$ cat src/rtl/mvau_stream_ctrl_pkg.sv
// Shared widths, tile types and sizing helpers for the streaming-weight MVU front end.
package mvau_stream_ctrl_pkg;

  localparam int unsigned SIMD  = 2;
  localparam int unsigned PE    = 2;
  localparam int unsigned TW    = 4;
  localparam int unsigned TA    = 4;
  localparam int unsigned ACC_W = 16;

  localparam int unsigned TI  = SIMD * TA;
  localparam int unsigned TWT = PE * SIMD * TW;
  localparam int unsigned TO  = PE * ACC_W;

  typedef logic [TI-1:0]  act_tile_t;
  typedef logic [TWT-1:0] wgt_tile_t;
  typedef logic [TO-1:0]  res_t;

  // Result FIFO must absorb everything in flight through the datapath plus one.
  function automatic int unsigned fifo_depth(input int unsigned pipe_lat);
    return pipe_lat + 2;
  endfunction

  function automatic int unsigned cnt_w(input int unsigned n);
    return (n > 1) ? $clog2(n) : 1;
  endfunction

endpackage

$ cat src/rtl/mvau_stream_ctrl_if.sv
// Activation/weight input streams, datapath tile bus and result stream of the MVU controller.
interface mvau_stream_ctrl_if;
  import mvau_stream_ctrl_pkg::*;

  logic      in_v;
  logic      in_rdy;
  act_tile_t in_act;
  logic      wgt_v;
  logic      wgt_rdy;
  wgt_tile_t in_wgt;
  logic      sf_clr;
  act_tile_t mv_act;
  wgt_tile_t mv_wgt;
  res_t      mv_out;
  logic      out_v;
  logic      out_rdy;
  res_t      out;

  modport slave (
    input  in_v, in_act, wgt_v, in_wgt, mv_out, out_rdy,
    output in_rdy, wgt_rdy, sf_clr, mv_act, mv_wgt, out_v, out
  );

  modport master (
    output in_v, in_act, wgt_v, in_wgt, mv_out, out_rdy,
    input  in_rdy, wgt_rdy, sf_clr, mv_act, mv_wgt, out_v, out
  );

endinterface

$ cat src/rtl/mvau_stream_ctrl_out_fifo.sv
// Shift-style result FIFO: entry 0 is the registered head; unused entries are held at zero.
module mvau_out_fifo #(
  parameter int unsigned DEPTH = 4,
  parameter int unsigned WIDTH = 32
) (
  input  logic                       clk,
  input  logic                       rst,
  input  logic                       push,
  input  logic [WIDTH-1:0]           push_data,
  input  logic                       pop,
  output logic [WIDTH-1:0]           head,
  output logic [$clog2(DEPTH+1)-1:0] count
);

  localparam int unsigned AW = (DEPTH > 1) ? $clog2(DEPTH) : 1;
  localparam int unsigned CW = $clog2(DEPTH + 1);

  logic [WIDTH-1:0] mem   [DEPTH];
  logic [WIDTH-1:0] mem_n [DEPTH];
  logic [CW-1:0]    cnt;
  logic             pop_fire;
  logic [AW-1:0]    wr_idx;

  always_comb begin
    pop_fire = pop && (cnt != '0);
    wr_idx   = pop_fire ? AW'(cnt - 1'b1) : AW'(cnt);
    mem_n    = mem;
    if (pop_fire) begin
      for (int unsigned i = 0; i + 1 < DEPTH; i++) begin
        mem_n[i] = mem[i+1];
      end
      mem_n[DEPTH-1] = '0;
    end
    // Write slot accounts for the shift so push+pop keeps order.
    if (push) begin
      mem_n[wr_idx] = push_data;
    end
  end

  always_ff @(posedge clk) begin
    if (rst) begin
      for (int unsigned i = 0; i < DEPTH; i++) begin
        mem[i] <= '0;
      end
      cnt <= '0;
    end else begin
      mem <= mem_n;
      unique case ({push, pop_fire})
        2'b10:   cnt <= cnt + 1'b1;
        2'b01:   cnt <= cnt - 1'b1;
        default: cnt <= cnt;
      endcase
    end
  end

  assign head  = mem[0];
  assign count = cnt;

endmodule

$ cat src/rtl/mvau_stream_ctrl.sv
// Sequences SF x NF folds over activation/weight streams, reusing buffered activations
// across neuron folds, and collects fold results into a credit-protected output FIFO.
module mvau_stream_ctrl
  import mvau_stream_ctrl_pkg::*;
#(
  parameter int unsigned SF       = 4,
  parameter int unsigned NF       = 3,
  parameter int unsigned PIPE_LAT = 2
) (
  input logic               clk,
  input logic               rst,
  mvau_stream_ctrl_if.slave bus
);

  localparam int unsigned D   = fifo_depth(PIPE_LAT);
  localparam int unsigned SFW = cnt_w(SF);
  localparam int unsigned NFW = cnt_w(NF);
  localparam int unsigned CRW = $clog2(D + 1);

  logic [SFW-1:0]  sf_cnt;
  logic [NFW-1:0]  nf_cnt;
  logic [CRW-1:0]  credits;
  act_tile_t       act_buf [SF];
  logic [PIPE_LAT:0] marker;

  logic      first_nf;
  logic      last_sf;
  logic      last_nf;
  logic      act_ok;
  logic      credit_ok;
  logic      fire;
  logic      last_fire;
  logic      pop;
  logic      fifo_v;
  act_tile_t act_sel;
  res_t      fifo_head;
  logic [CRW-1:0] fifo_count;

  logic      sf_clr_q;
  act_tile_t mv_act_q;
  wgt_tile_t mv_wgt_q;

  always_comb begin
    first_nf  = (nf_cnt == '0);
    last_sf   = (sf_cnt == SFW'(SF - 1));
    last_nf   = (nf_cnt == NFW'(NF - 1));
    act_ok    = first_nf ? bus.in_v : 1'b1;
    // Only the tile that closes a fold needs a FIFO slot reserved.
    credit_ok = !last_sf || (credits != '0);
    fire      = !rst && act_ok && bus.wgt_v && credit_ok;
    last_fire = fire && last_sf;
    act_sel   = first_nf ? bus.in_act : act_buf[sf_cnt];
  end

  assign bus.wgt_rdy = !rst && act_ok && credit_ok;
  assign bus.in_rdy  = !rst && first_nf && bus.wgt_v && credit_ok;

  always_ff @(posedge clk) begin
    if (rst) begin
      sf_cnt <= '0;
      nf_cnt <= '0;
    end else if (fire) begin
      if (last_sf) begin
        sf_cnt <= '0;
        nf_cnt <= last_nf ? '0 : nf_cnt + 1'b1;
      end else begin
        sf_cnt <= sf_cnt + 1'b1;
      end
    end
  end

  always_ff @(posedge clk) begin
    if (rst) begin
      for (int unsigned i = 0; i < SF; i++) begin
        act_buf[i] <= '0;
      end
    end else if (fire && first_nf) begin
      act_buf[sf_cnt] <= bus.in_act;
    end
  end

  always_ff @(posedge clk) begin
    if (rst) begin
      credits <= CRW'(D);
    end else begin
      unique case ({last_fire, pop})
        2'b10:   credits <= credits - 1'b1;
        2'b01:   credits <= credits + 1'b1;
        default: credits <= credits;
      endcase
    end
  end

  // Idle cycles drive zero tiles so the datapath accumulator simply holds.
  always_ff @(posedge clk) begin
    if (rst) begin
      sf_clr_q <= 1'b0;
      mv_act_q <= '0;
      mv_wgt_q <= '0;
    end else begin
      sf_clr_q <= fire && (sf_cnt == '0);
      mv_act_q <= fire ? act_sel : '0;
      mv_wgt_q <= fire ? bus.in_wgt : '0;
    end
  end

  assign bus.sf_clr = sf_clr_q;
  assign bus.mv_act = mv_act_q;
  assign bus.mv_wgt = mv_wgt_q;

  // marker[k] set means a fold's last tile was on mv_* k cycles ago.
  always_ff @(posedge clk) begin
    if (rst) begin
      marker <= '0;
    end else begin
      marker <= {marker[PIPE_LAT-1:0], last_fire};
    end
  end

  mvau_out_fifo #(
    .DEPTH (D),
    .WIDTH (TO)
  ) u_out_fifo (
    .clk       (clk),
    .rst       (rst),
    .push      (marker[PIPE_LAT]),
    .push_data (bus.mv_out),
    .pop       (pop),
    .head      (fifo_head),
    .count     (fifo_count)
  );

  assign fifo_v    = (fifo_count != '0);
  assign pop       = fifo_v && bus.out_rdy;
  assign bus.out_v = fifo_v;
  assign bus.out   = fifo_head;

endmodule

$ cat src/flat_wrapper.sv
// flat-port wrapper written by rule: the top's interface ports become plain ports
module mvau_stream_ctrl_flat import mvau_stream_ctrl_pkg::*;
#(
  parameter int unsigned SF       = 4,
  parameter int unsigned NF       = 3,
  parameter int unsigned PIPE_LAT = 2
)
  (clk, rst, bus_in_v, bus_in_act, bus_wgt_v, bus_in_wgt, bus_mv_out, bus_out_rdy, bus_in_rdy, bus_wgt_rdy, bus_sf_clr, bus_mv_act, bus_mv_wgt, bus_out_v, bus_out);
  mvau_stream_ctrl_if bus_i ();
  input logic clk;
  input logic rst;
  input wire logic [$bits(bus_i.in_v)-1:0] bus_in_v;
  input wire logic [$bits(bus_i.in_act)-1:0] bus_in_act;
  input wire logic [$bits(bus_i.wgt_v)-1:0] bus_wgt_v;
  input wire logic [$bits(bus_i.in_wgt)-1:0] bus_in_wgt;
  input wire logic [$bits(bus_i.mv_out)-1:0] bus_mv_out;
  input wire logic [$bits(bus_i.out_rdy)-1:0] bus_out_rdy;
  output wire logic [$bits(bus_i.in_rdy)-1:0] bus_in_rdy;
  output wire logic [$bits(bus_i.wgt_rdy)-1:0] bus_wgt_rdy;
  output wire logic [$bits(bus_i.sf_clr)-1:0] bus_sf_clr;
  output wire logic [$bits(bus_i.mv_act)-1:0] bus_mv_act;
  output wire logic [$bits(bus_i.mv_wgt)-1:0] bus_mv_wgt;
  output wire logic [$bits(bus_i.out_v)-1:0] bus_out_v;
  output wire logic [$bits(bus_i.out)-1:0] bus_out;
  assign bus_i.in_v = bus_in_v;
  assign bus_i.in_act = bus_in_act;
  assign bus_i.wgt_v = bus_wgt_v;
  assign bus_i.in_wgt = bus_in_wgt;
  assign bus_i.mv_out = bus_mv_out;
  assign bus_i.out_rdy = bus_out_rdy;
  assign bus_in_rdy = bus_i.in_rdy;
  assign bus_wgt_rdy = bus_i.wgt_rdy;
  assign bus_sf_clr = bus_i.sf_clr;
  assign bus_mv_act = bus_i.mv_act;
  assign bus_mv_wgt = bus_i.mv_wgt;
  assign bus_out_v = bus_i.out_v;
  assign bus_out = bus_i.out;
  mvau_stream_ctrl #(.SF(SF), .NF(NF), .PIPE_LAT(PIPE_LAT)) u_core (.clk(clk), .rst(rst), .bus(bus_i));
endmodule
$ cat config.mk
export PLATFORM = sky130hd
export DESIGN_NAME = mvau_stream_ctrl_flat
export DESIGN_NICKNAME = d
export VERILOG_FILES = /design/src/rtl/mvau_stream_ctrl_pkg.sv /design/src/rtl/mvau_stream_ctrl_if.sv /design/src/rtl/mvau_stream_ctrl_out_fifo.sv /design/src/rtl/mvau_stream_ctrl.sv /design/src/flat_wrapper.sv
export SDC_FILE = /design/constraint.sdc
export NUM_CORES = 1
export LEC_CHECK = 0
export BUFFER_PORTS_ARGS = -buffer_cell sky130_fd_sc_hd__clkbuf_2
export CORE_ASPECT_RATIO = 0.75
export CORE_MARGIN = 10
export CORE_UTILIZATION = 53
export CTS_CLUSTER_SIZE = 28
export DETAILED_ROUTE_END_ITERATION = 7
export HOLD_SLACK_MARGIN = 0.12
export PLACE_DENSITY = 0.75
export SLEW_MARGIN = 20
export SYNTH_ARGS = -nofsm -noshare
export SYNTH_HDL_FRONTEND = slang
export SYNTH_SLANG_ARGS = --single-unit
$ cat constraint.sdc
create_clock -name clk -period 7.56 [get_ports clk]
set_clock_uncertainty 0.2 [all_clocks]
set_input_delay 0.378 -clock clk [delete_from_list [all_inputs] [get_ports clk]]
set_output_delay 0.378 -clock clk [all_outputs]
set_load 0.01 [all_outputs]
==> results of run 1 <==
sequential cells by signal, indices dropped and copies added (netlist names):
name	count
u_core.bus.sf_clr	1
u_core.sf_cnt	2
u_core.nf_cnt	2
u_core.bus.mv_wgt	16
u_core.u_out_fifo.head	32
u_core.u_out_fifo.count	3
u_core.u_out_fifo.mem	96
u_core.bus.mv_act	8
u_core.act_buf	32
u_core.credits	3
u_core.marker	3
repair_timing:
action / CTS / global route
resized for setup: 0 / 0
hold endpoints to repair: 85 / 0
hold buffers: 58 / 0
buffers inserted: 0 / 0
layout by cell type (no fill, tap or decap), types with 13 or more instances in the layout:
cell type	netlist	layout
nor3_1	13	13
dlygate4sd3_1	0	58
edfxtp_1	32	32
clkbuf_2	1	119
and2_1	49	49
mux2i_1	106	106
clkbuf_16	0	18
a221oi_1	104	104
dfxtp_1	166	166
nor2_1	47	47
a22o_1	32	32
kinds of logic after synthesis:
kind of cell / count (synthesis) / synth area share, %
muxes: 114 / 13.91
buffers and inverters: 108 / 7.164
AOI/OAI and AO/OA: 154 / 15.96
xor gates and xnor gates: 4 / 0.4232
and+or+nand+nor: 142 / 9.492
DFF: 198 / 51.75
adders and majority gates: 8 / 1.300
report_power, final:
group / total (uW) / internal [uW] / switching (uW) / leakage [uW]
registers: 1110 / 1090 / 18.5 / 0.00167
logic: 338 / 122 / 216 / 0.00173
clock network: 866 / 489 / 377 / 0.000272
worst min path at each step:
stage / slack (ps) / cells past startpoint / to / start
2_1_floorplan: 210 / 1 / u_core.marker[1] / u_core.marker[0]
3_3_place_gp: 220 / 1 / u_core.marker[1] / u_core.marker[0]
3_5_place_dp: 230 / 1 / u_core.marker[1] / u_core.marker[0]
4_1_cts: 240 / 1 / u_core.marker[1] / u_core.marker[0]
5_1_grt: 260 / 1 / u_core.marker[1] / u_core.marker[0]
6_report: 240 / 1 / u_core.marker[1] / u_core.marker[0]
final cells by class:
cell class	count	share of cell area, %
Timing Repair Buffer	186	12.66
Sequential cell	198	43.47
Multi-Input combinational cell	422	35.12
Inverter	11	0.4444
Clock buffer	24	5.003
Tap cell	205	2.603
Clock inverter	7	0.6983
metal layers:
metal  vias up  part of all wire (%)  wire length (um)  track usage [%]
met1      3071                    44              9061            24.67
li1       2931                     -                 -                -
met2       217                    49             10070            32.22
met5         -                     0                 0                0
met3        20                   6.4              1334            5.071
met4         0                   1.2               253            6.030
metrics by stage:
step           hold WS [ps]  total power (uW)  utilization [%]  cells  setup slack, ps
2_1_floorplan         213.8              1356                -    728             4357
3_3_place_gp          220.5              1433            56.97    963             3756
3_5_place_dp          226.2              1443            56.97    963             3562
4_1_cts               243.9              2321            64.45   1052             3507
5_1_grt               263.9              2391            64.52   1053             3200
6_report              237.8              2309            64.52   1053             3470
==> run summary, run 1 <==
Worst-Margin Slew = 1069 ps
Max-slew headroom = 28.49%
Area post-placement = 8701 um^2
#FFs+latches synth = 198
Ordered list of cells on the worst path = ha_1 -> nor4b_1 -> nor3b_2 -> nand2_1 -> ha_1 -> inv_1 -> fa_1 -> xor2_1 -> o21ai_0 -> or3b_2
# setup viols final = 0
Synth cell count leaders = dfxtp_1 (166), mux2i_1 (106), a221oi_1 (104)
Worst vdd ir = 184.3 uV
Final #Nets = 905
Synth top area share = 40.15%
Largest net degree at the start of global routing = 74
CP startpoint = u_core.sf_cnt[0]
R2r setup slk = 3470 ps
Vias = 6239
Post-synthesis cell count = 728
# fillers = 1189
CP startpoint kind = flip-flop
Tcrit/Tclk final = 54.10%
Worst path slowest cell = dfxtp_1
Diodes inserted = 0
Register area = 4284 um^2
CP endpoint = u_core.credits[2]
Vias in the first global route = 6512
Initial antenna violation count = 0
RD Place Congestion = 0.8299
Crit Path Max Fanout = 22
Area contributors post-synth = dfxtp_1 (40%), mux2i_1 (13%), edfxtp_1 (12%), a221oi_1 (11%), and2_1 (3.7%)
Pleak = 0.003673 uW
Status = finished clean
RSZ-0062 raised after global routing = false
Sink Count = 198
Count of different cell masters after synthesis = 49
Most common cell in the synthesized netlist = dfxtp_1
Delay-heaviest family, CP = simple AND/OR/NAND/NOR gates
Endpoint class of the critical path = flip-flop
Area of the multi-input gates = 3461 um^2
Clk Latency, worst-skew pair = 430 ps
Syn Area/Cell = 11.37 um^2
Final instance area = 9854 um^2
Vias/cell = 5.925
IO Pins = 121
Hpwl dp = 12990 um
Initial core utilization = 54.20%
Reg2reg end = u_core.credits[2]
Crit path largest cell delay = 990 ps
Synth Cell Area = 8278 um^2
Syn nets = 797
Fin Setup TNS = 0 ps
GRT overflow = 0
Final WL = 20720 um
Total CTS buffers = 17
CTS clock-pin slew for the worst setup and hold paths = 70 ps
Die Ht = 128.2 um
R2R depth = 10
Die X-Extent = 164.3 um
Share of cells above drive strength 1 = 21.58%
Seq/Total Area, Yosys = 51.75%
Main synth FF type = dfxtp_1
Final Hold Viols = 0
Die Area = 21070 um^2
FFs w/ async S/R, synth = 0%
Max-cap violation count = 0
YS warnings = 0
CTS root buf = clkbuf_16
Pre-Repair DR Iteration Count = 7
Rows = 39
Drt wl/cell = 19.67 um
Post-route ant nets = 0
Top cell by count, worst path = ha_1
CTS Buffer Depth = 2
WP buf/inv = 1
Port Buffers = 120
TritonCTS clock tree = yes
Arr. time, crit path = 4190 ps
Post-synth EDFFs = 32
Syn-to-layout area delta = 19.04%
WP data required = 7660 ps
Fin. max-slew vios = 0
Global-route wire length before repair = 33530 um
1st-iter DRT viols = 536
Crit Path Category = reg -> reg
Reg-to-reg critical path startpoint = u_core.sf_cnt[0]
Core area = 15270 um^2
Fin crit period = 4090 ps
H-tree depth = 4
Fmax = 0.2445 GHz
# DRC = 0
P per Cell Area = 234.3 nW/um^2
Min-delay worst type = reg -> reg
Yosys top cell by area = dfxtp_1
Total GRT Usage = 19.57%
Critical path depth = 10
(Power assumes the default switching activity.)
==> run 2: changes to the inputs <==
--- a/config.mk
+++ b/config.mk
@@ -5,6 +5,7 @@
 export SDC_FILE = /design/constraint.sdc
 export NUM_CORES = 1
 export LEC_CHECK = 0
+export ABC_AREA = 1
 export BUFFER_PORTS_ARGS = -buffer_cell sky130_fd_sc_hd__clkbuf_2
 export CORE_ASPECT_RATIO = 0.75
 export CORE_MARGIN = 10
@@ -12,7 +13,7 @@
 export CTS_CLUSTER_SIZE = 28
 export DETAILED_ROUTE_END_ITERATION = 7
 export HOLD_SLACK_MARGIN = 0.12
-export PLACE_DENSITY = 0.75
+export PLACE_DENSITY = 0.77
 export SLEW_MARGIN = 20
 export SYNTH_ARGS = -nofsm -noshare
 export SYNTH_HDL_FRONTEND = slang
==> constraint.sdc (replaced) <==
create_clock -name clk -period 3.67 [get_ports clk]
set_clock_uncertainty 0.2 [all_clocks]
set_input_delay 0.1835 -clock clk [delete_from_list [all_inputs] [get_ports clk]]
set_output_delay 0.1835 -clock clk [all_outputs]
set_load 0.01 [all_outputs]
==> run 2 against run 1 <==
  * Routed wire length grew 13%
  * Maximum frequency increased by 33%
  * Critical path type unchanged
  * Critical endpoint is now u_core.u_out_fifo.mem[36]
  * Final cell count is 80% higher
  * Via count rose by 44%
  * Sequential power rose by 100%
  * Largest cell class unchanged
  * Cell area grew 17%
  * First-iteration DRC count is 46% higher
  * Synthesized area rose by 19%
  * Clock-buffer cell count shrank 6
  * Core utilization decreased by 2.0 points
  * Die area up 16%
==> run summary, run 2 <==
Largest register FFs = 96 (unchanged)
Sink Count = 198 (unchanged)
Crit Path Max Fanout = 64 (+190%)
Largest net degree at the start of global routing = 101 (+36%)
# setup viols final = 0 (unchanged)
Hold Startpoint = u_core.marker[0]
Area contributors post-synth = dfxtp_1 (34%), nand2_1 (19%), nor2_1 (14%), edfxtp_1 (9.7%), inv_1 (8.0%)
Crit Path Category = reg -> reg
Post-synthesis cell count = 1529 (+110%)
Hpwl dp = 13660 um (+5.2%)
Die X-Extent = 177.5 um (+8.0%)
Post-CTS setup buffers = 0 (unchanged)
IO Pins = 121 (unchanged)
Final #Nets = 1701 (+88%)
Die Ht = 138.2 um (+7.7%)
CTS root buf = clkbuf_16
Seq/Total Area, Yosys = 43.43% (-8.3 points)
YS warnings = 0 (unchanged)
Final WL = 23310 um (+13%)
Reg2reg end = u_core.u_out_fifo.mem[36]
# DRC = 0 (unchanged)
Commonest non-fill, non-tap cell in the layout = nand2_1
Synth cell count leaders = nand2_1 (501), nor2_1 (355), inv_1 (210)
Total GRT Usage = 18.85% (-0.72 points)
Clk Latency, worst-skew pair = 440 ps (about the same)
RSZ-0062 raised after global routing = false
# fillers = 1731 (+46%)
Count of different cell masters after synthesis = 29 (-41%)
Fin Setup TNS = 0 ps (unchanged)
H-tree depth = 4 (unchanged)
Synth top area share = 33.69% (-6.5 points)
Reg-to-reg critical path startpoint = u_core.u_out_fifo.count[0]
Pre-Repair DR Iteration Count = 5 (-2)
Drt wl/cell = 12.31 um (-37%)
Initial core utilization = 53.61% (-0.59 points)
Share of cells above drive strength 1 = 10.58% (-11 points)
Syn Area/Cell = 6.452 um^2 (-43%)
Biggest register = u_core.u_out_fifo.mem
CP startpoint kind = flip-flop
Fin crit period = 3064 ps (-1026 ps)
Post-route ant nets = 0 (unchanged)
1st-iter DRT viols = 784 (+46%)
GRT overflow = 0 (unchanged)
CP startpoint = u_core.u_out_fifo.count[0]
Min-delay worst type = reg -> reg
Initial antenna violation count = 3 (+3)
Worst vdd ir = 312.5 uV (+70%)
Core area = 18400 um^2 (+20%)
#FFs+latches synth = 198 (unchanged)
Post-synth EDFFs = 32 (unchanged)
Max-cap violation count = 0 (unchanged)
CTS Buffer Depth = 2 (unchanged)
R2r setup slk = 610 ps (-2860 ps)
Syn nets = 1598 (+100%)
Die Area = 24530 um^2 (+16%)
Placed cells = 1793 (+86%)
Most common cell in the synthesized netlist = nand2_1
CTS clock-pin slew for the worst setup and hold paths = 70 ps (about the same)
Hold path cells = 2 (+1)
Endpoint class of the critical path = flip-flop
RD Place Congestion = 0.8095 (-2.5%)
Fin. max-slew vios = 0 (unchanged)
R2R depth = 11 (+1)
Vias in the first global route = 8277 (+27%)
Pleak = 0.005989 uW (+63%)
Syn-to-layout area delta = 16.64%
Yosys top cell by area = dfxtp_1
Commonest cells after routing, fill and taps aside = nand2_1 (501), nor2_1 (355), inv_1 (210)
Main synth FF type = dfxtp_1
Synth Cell Area = 9864 um^2 (+19%)
Fmax = 0.3263 GHz (+33%)
Post-route insts no fill = 1894 (+80%)
Total CTS buffers = 17 (unchanged)
Vias/cell = 4.759 (-20%)
Endpoint of the worst hold path = u_core.marker[1]
Rows = 43 (+10%)
Port Buffers = 120 (unchanged)
Final Hold Viols = 0 (unchanged)
Max-slew headroom = 34.55% (+6.1 points)
Tcrit/Tclk final = 83.49% (+29 points)
P per Cell Area = 407.7 nW/um^2 (+74%)
TritonCTS clock tree = yes
Arr. time, crit path = 3230 ps (-960 ps)
Global-route wire length before repair = 39430 um (+18%)
Vias = 9013 (+44%)
Status = finished clean
Worst-Margin Slew = 981.8 ps (-86.74 ps)
WP data required = 3830 ps (-3830 ps)
FFs w/ async S/R, synth = 0% (unchanged)
## run 2: cell count changes after synthesis, moves of 32 or more
| cell | before | now |
|---|---|---|
| nand2_1 | 6 | 501 |
| nor2_1 | 47 | 355 |
| inv_1 | 8 | 210 |
| mux2i_1 | 106 | 0 |
| a221oi_1 | 104 | 0 |
| o21ai_0 | 3 | 59 |
| and2_1 | 49 | 1 |
| a22o_1 | 32 | 0 |
## run 2: worst max-delay path, stage by stage (launching register included)
cell,delay (ps)
dfxtp_1,380
inv_1,120
ha_1,250
nand2_4,90
nand2_4,210
inv_4,360
nand2_1,120
nand2_2,160
nand3_4,540
nand2_1,220
nand2_1,110
nor2_1,180
## run 2: per-layer routing
| layer | GRT usage [%] | vias to the layer above | share of wire [%] |
|---|---|---|---|
| li1 | - | 4721 | - |
| met1 | 24.75 | 4001 | 46 |
| met3 | 5.905 | 30 | 8.0 |
| met4 | 5.648 | 2 | 1.3 |
| met2 | 29.04 | 259 | 45 |
| met5 | 0 | - | 0.056 |
## run 2: what timing repair did
item | CTS | global route
hold buffers | 67 | 0
hold endpoints to repair | 194 | 0
gates resized for setup | 0 | 0
## run 2: cell families (layout without fill, tap and decap cells)
kind of cell | count (synthesis) | after routing | synth area share, %
AOI/OAI and AO/OA | 84 | 84 | 4.579
xor gates and xnor gates | 2 | 2 | 0.1776
adders and majority gates | 8 | 8 | 1.091
buffers and inverters | 326 | 442 | 14.27
DFF | 198 | 198 | 43.43
other | 0 | 2 | 0
and+or+nand+nor | 911 | 911 | 36.45
## run 2: layout make-up
| class | count | area, um^2 | share of cell area (%) |
|---|---|---|---|
| flip-flops and latches | 198 | 4285 | 37.24 |
| multi-input cells | 1005 | 4178 | 36.31 |
| repair buffers | 196 | 1351 | 11.74 |
| inverters | 214 | 808.3 | 7.025 |
| clock buffers | 18 | 429.2 | 3.730 |
| well taps | 247 | 309.0 | 2.686 |
| clock inverters | 14 | 140.1 | 1.218 |
| diodes | 2 | 5.005 | 0.04350 |
## run 2: stage by stage
| stage | hold slack (ps) | setup slack [ps] | utilization (%) | area [um^2] | power (uW) |
|---|---|---|---|---|---|
| 3_3_place_gp | 180.7 | 793.8 | 55.77 | 10260 | 2839 |
| 5_1_grt | 230.4 | 253.0 | 62.53 | 11510 | 4872 |
| 6_report | 197.4 | 605.8 | 62.53 | 11510 | 4691 |
| 2_1_floorplan | 54.68 | 1067 | - | 9864 | 2672 |
| 4_1_cts | 200.6 | 627.4 | 62.51 | 11500 | 4716 |
| 3_5_place_dp | 186.3 | 645.0 | 55.77 | 10260 | 2843 |
## run 2: worst max-delay path by stage
stage | end | slack, ps | cells after the start
after floorplan | u_core.credits[2] | 1070 | 14
after global placement | u_core.u_out_fifo.mem[52] | 790 | 11
after detailed placement | u_core.u_out_fifo.head[24] | 640 | 10
after CTS | u_core.u_out_fifo.mem[41] | 630 | 10
after global routing | u_core.u_out_fifo.mem[36] | 250 | 11
final | u_core.u_out_fifo.mem[36] | 610 | 11
## run 2: where the power goes
| group | internal, uW | switching [uW] | leakage (uW) |
|---|---|---|---|
| clock | 956 | 886 | 0.000279 |
| sequential | 2240 | 18.6 | 0.00167 |
| combinational | 174 | 419 | 0.00404 |
| total | 3370 | 1320 | 0.00599 |
==> run 3: changes to the inputs <==
==> constraint.sdc (replaced) <==
create_clock -name clk -period 2.7 [get_ports clk]
set_clock_uncertainty 0.2 [all_clocks]
set_input_delay 0.135 -clock clk [delete_from_list [all_inputs] [get_ports clk]]
set_output_delay 0.135 -clock clk [all_outputs]
set_load 0.01 [all_outputs]
==> run 3 against run 2 <==
  * Clock power increased by 44%
  * Global-route usage decreased by 0.085 points
  * Sequential power increased by 35%
  * Via count decreased by 0.49%
  * Register-to-register slack got worse by 330 ps
  * Cell area increased by 1.8%
  * Die area unchanged
  * Critical path depth decreased by 2
  * Largest power group unchanged
  * Critical path type is now in -> reg
==> run summary, run 3 (synthesized netlist as in run 2, its figures left out) <==
Status = finished clean
Tcrit/Tclk final = 91.54%
Total CTS buffers = 17 (unchanged)
Max-slew headroom = 49.98% (+15 points)
RSZ-0062 raised after global routing = false
Port Buffers = 120 (unchanged)
Post-route ant nets = 0 (unchanged)
Post-route insts no fill = 1907 (+0.69%)
Largest net degree at the start of global routing = 101 (unchanged)
Pleak = 0.006108 uW (+2.0%)
Fin Setup TNS = 0 ps (unchanged)
Core area = 18400 um^2 (unchanged)
Global-route wire length before repair = 39100 um (-0.82%)
GRT overflow = 0 (unchanged)
1st-iter DRT viols = 917 (+17%)
Die Ht = 138.2 um (unchanged)
Min-delay worst type = reg -> reg
Syn-to-layout area delta = 18.72%
Initial core utilization = 53.61% (unchanged)
Fmax = 0.4046 GHz
CTS Buffer Depth = 2 (unchanged)
Ordered list of cells on the worst path = dlygate4sd3_1 -> clkbuf_2 -> inv_4 -> nand2_1 -> nor2_4 -> nand3_1 -> nor2_1 -> nand2_1 -> nand2_1
Final #Nets = 1715 (+0.82%)
Max-cap violation count = 0 (unchanged)
Largest register FFs = 96 (unchanged)
Pre-CTS setup slack = 187.6 ps (-457.3 ps)
Endpoint class of the critical path = flip-flop
Worst-Margin Slew = 750.2 ps (-231.6 ps)
Vias/cell = 4.703 (-1.2%)
CP startpoint kind = input port
Sink Count = 198 (unchanged)
Hpwl dp = 13900 um (+1.7%)
Fin. max-slew vios = 0 (unchanged)
Post-CTS setup buffers = 0 (unchanged)
Crit Path Category = in -> reg
Rows = 43 (unchanged)
Initial antenna violation count = 1 (-2)
Top cell by count, worst path = nand2_1
Biggest register = u_core.u_out_fifo.mem
Vias = 8969 (-0.49%)
Worst setup margin = 228.5 ps (-377.3 ps)
CTS clock-pin slew for the worst setup and hold paths = 80 ps (about the same)
Die X-Extent = 177.5 um (unchanged)
Fin crit period = 2472 ps
Share of cells above drive strength 1 = 11.45% (+0.88 points)
Total GRT Usage = 18.77% (-0.085 points)
Commonest non-fill, non-tap cell in the layout = nand2_1
Delay-heaviest family, CP = simple AND/OR/NAND/NOR gates
Drt wl/cell = 12.39 um (+0.65%)
H-tree depth = 4 (unchanged)
Die Area = 24530 um^2 (unchanged)
Vias in the first global route = 8173 (-1.3%)
RD Place Congestion = 0.8236 (+1.7%)
# DRC = 0 (unchanged)
Clk Latency, worst-skew pair = 430 ps (about the same)
WP buf/inv = 3 (+1)
Worst vdd ir = 327.1 uV (+4.7%)
Commonest cells after routing, fill and taps aside = nand2_1 (501), nor2_1 (355), inv_1 (210)
# setup viols final = 0 (unchanged)
Final WL = 23630 um (+1.3%)
CTS root buf = clkbuf_16
Pre-Repair DR Iteration Count = 6 (+1)
Arr. time, crit path = 2380 ps (-850 ps)
Total power = 6569 uW (+40%)
Final Hold Viols = 0 (unchanged)
WP data required = 2610 ps (-1220 ps)
P per Cell Area = 560.9 nW/um^2 (+38%)
IO Pins = 121 (unchanged)
Worst path slowest cell = dlygate4sd3_1
Crit path largest cell delay = 540 ps (about the same)
WHS = 208.5 ps (+11.12 ps)
Placed cells = 1807 (+0.78%)
Crit Path Max Fanout = 14 (-78%)
TritonCTS clock tree = yes
-- run 3: cell types whose count changed in the layout (fill, tap and decap cells not counted), sizes merged --
| cell | before | now |
|---|---|---|
| inv | 219 | 223 |
| buf | 9 | 23 |
| diode | 2 | 1 |
| dlygate4sd3 | 67 | 66 |
| clkinvlp | 1 | 0 |
| clkinv | 7 | 5 |
-- run 3: layer usage --
| metal | wire, um | vias to the layer above | global-route usage (%) |
|---|---|---|---|
| met5 | 0 | - | 0 |
| met1 | 10840 | 3941 | 24.61 |
| li1 | - | 4746 | - |
| met2 | 10640 | 251 | 29.08 |
| met4 | 252 | 0 | 4.904 |
| met3 | 1884 | 31 | 6.150 |
-- run 3: worst reg2reg max path: stages, from the launching register on --
cell	delay, ps
dfxtp_1	380
inv_1	120
ha_1	250
nand2_4	80
nand2_4	90
inv_4	130
nand2_1	80
nand2_2	150
nand3_4	280
buf_12	300
nand2_1	90
nand2_1	70
nor2_1	130
-- run 3: final timing paths --
path         cells past startpoint                         to  slack, ps                        from
max                              9       u_core.act_buf[0][0]        230                         rst
min                              2           u_core.marker[2]        210            u_core.marker[1]
max reg2reg                     12  u_core.u_out_fifo.mem[38]        280  u_core.u_out_fifo.count[0]
min reg2reg                      2           u_core.marker[2]        210            u_core.marker[1]
-- run 3: through the flow --
step	utilization, %	instance area [um^2]
final	63.65	11710
after global routing	63.65	11710
after CTS	63.44	11670
after detailed placement	56.47	10390
after global placement	56.47	10390
after floorplan	-	9864
-- run 3: timing repair --
action                                  4_1_cts  5_1_grt
hold buffers                                 66        0
endpoints found under the setup margin        0        6
resized for setup                             0        2
hold endpoints to repair                    195        0
-- run 3: cell type report --
cell class	instances	area [um^2]
well taps	247	309.0
clock inverters	15	195.2
repair buffers	210	1508
multi-input cells	1005	4178
clock buffers	17	425.4
fillers	1662	6689
inverters	214	808.3
flip-flops and latches	198	4285
diodes	1	2.502
-- run 3: power breakdown --
part	internal (uW)	total (uW)	leakage, uW	switching, uW
clock	1350	2650	0.000304	1300
combinational	266	855	0.00414	588
sequential	3040	3060	0.00167	21.0
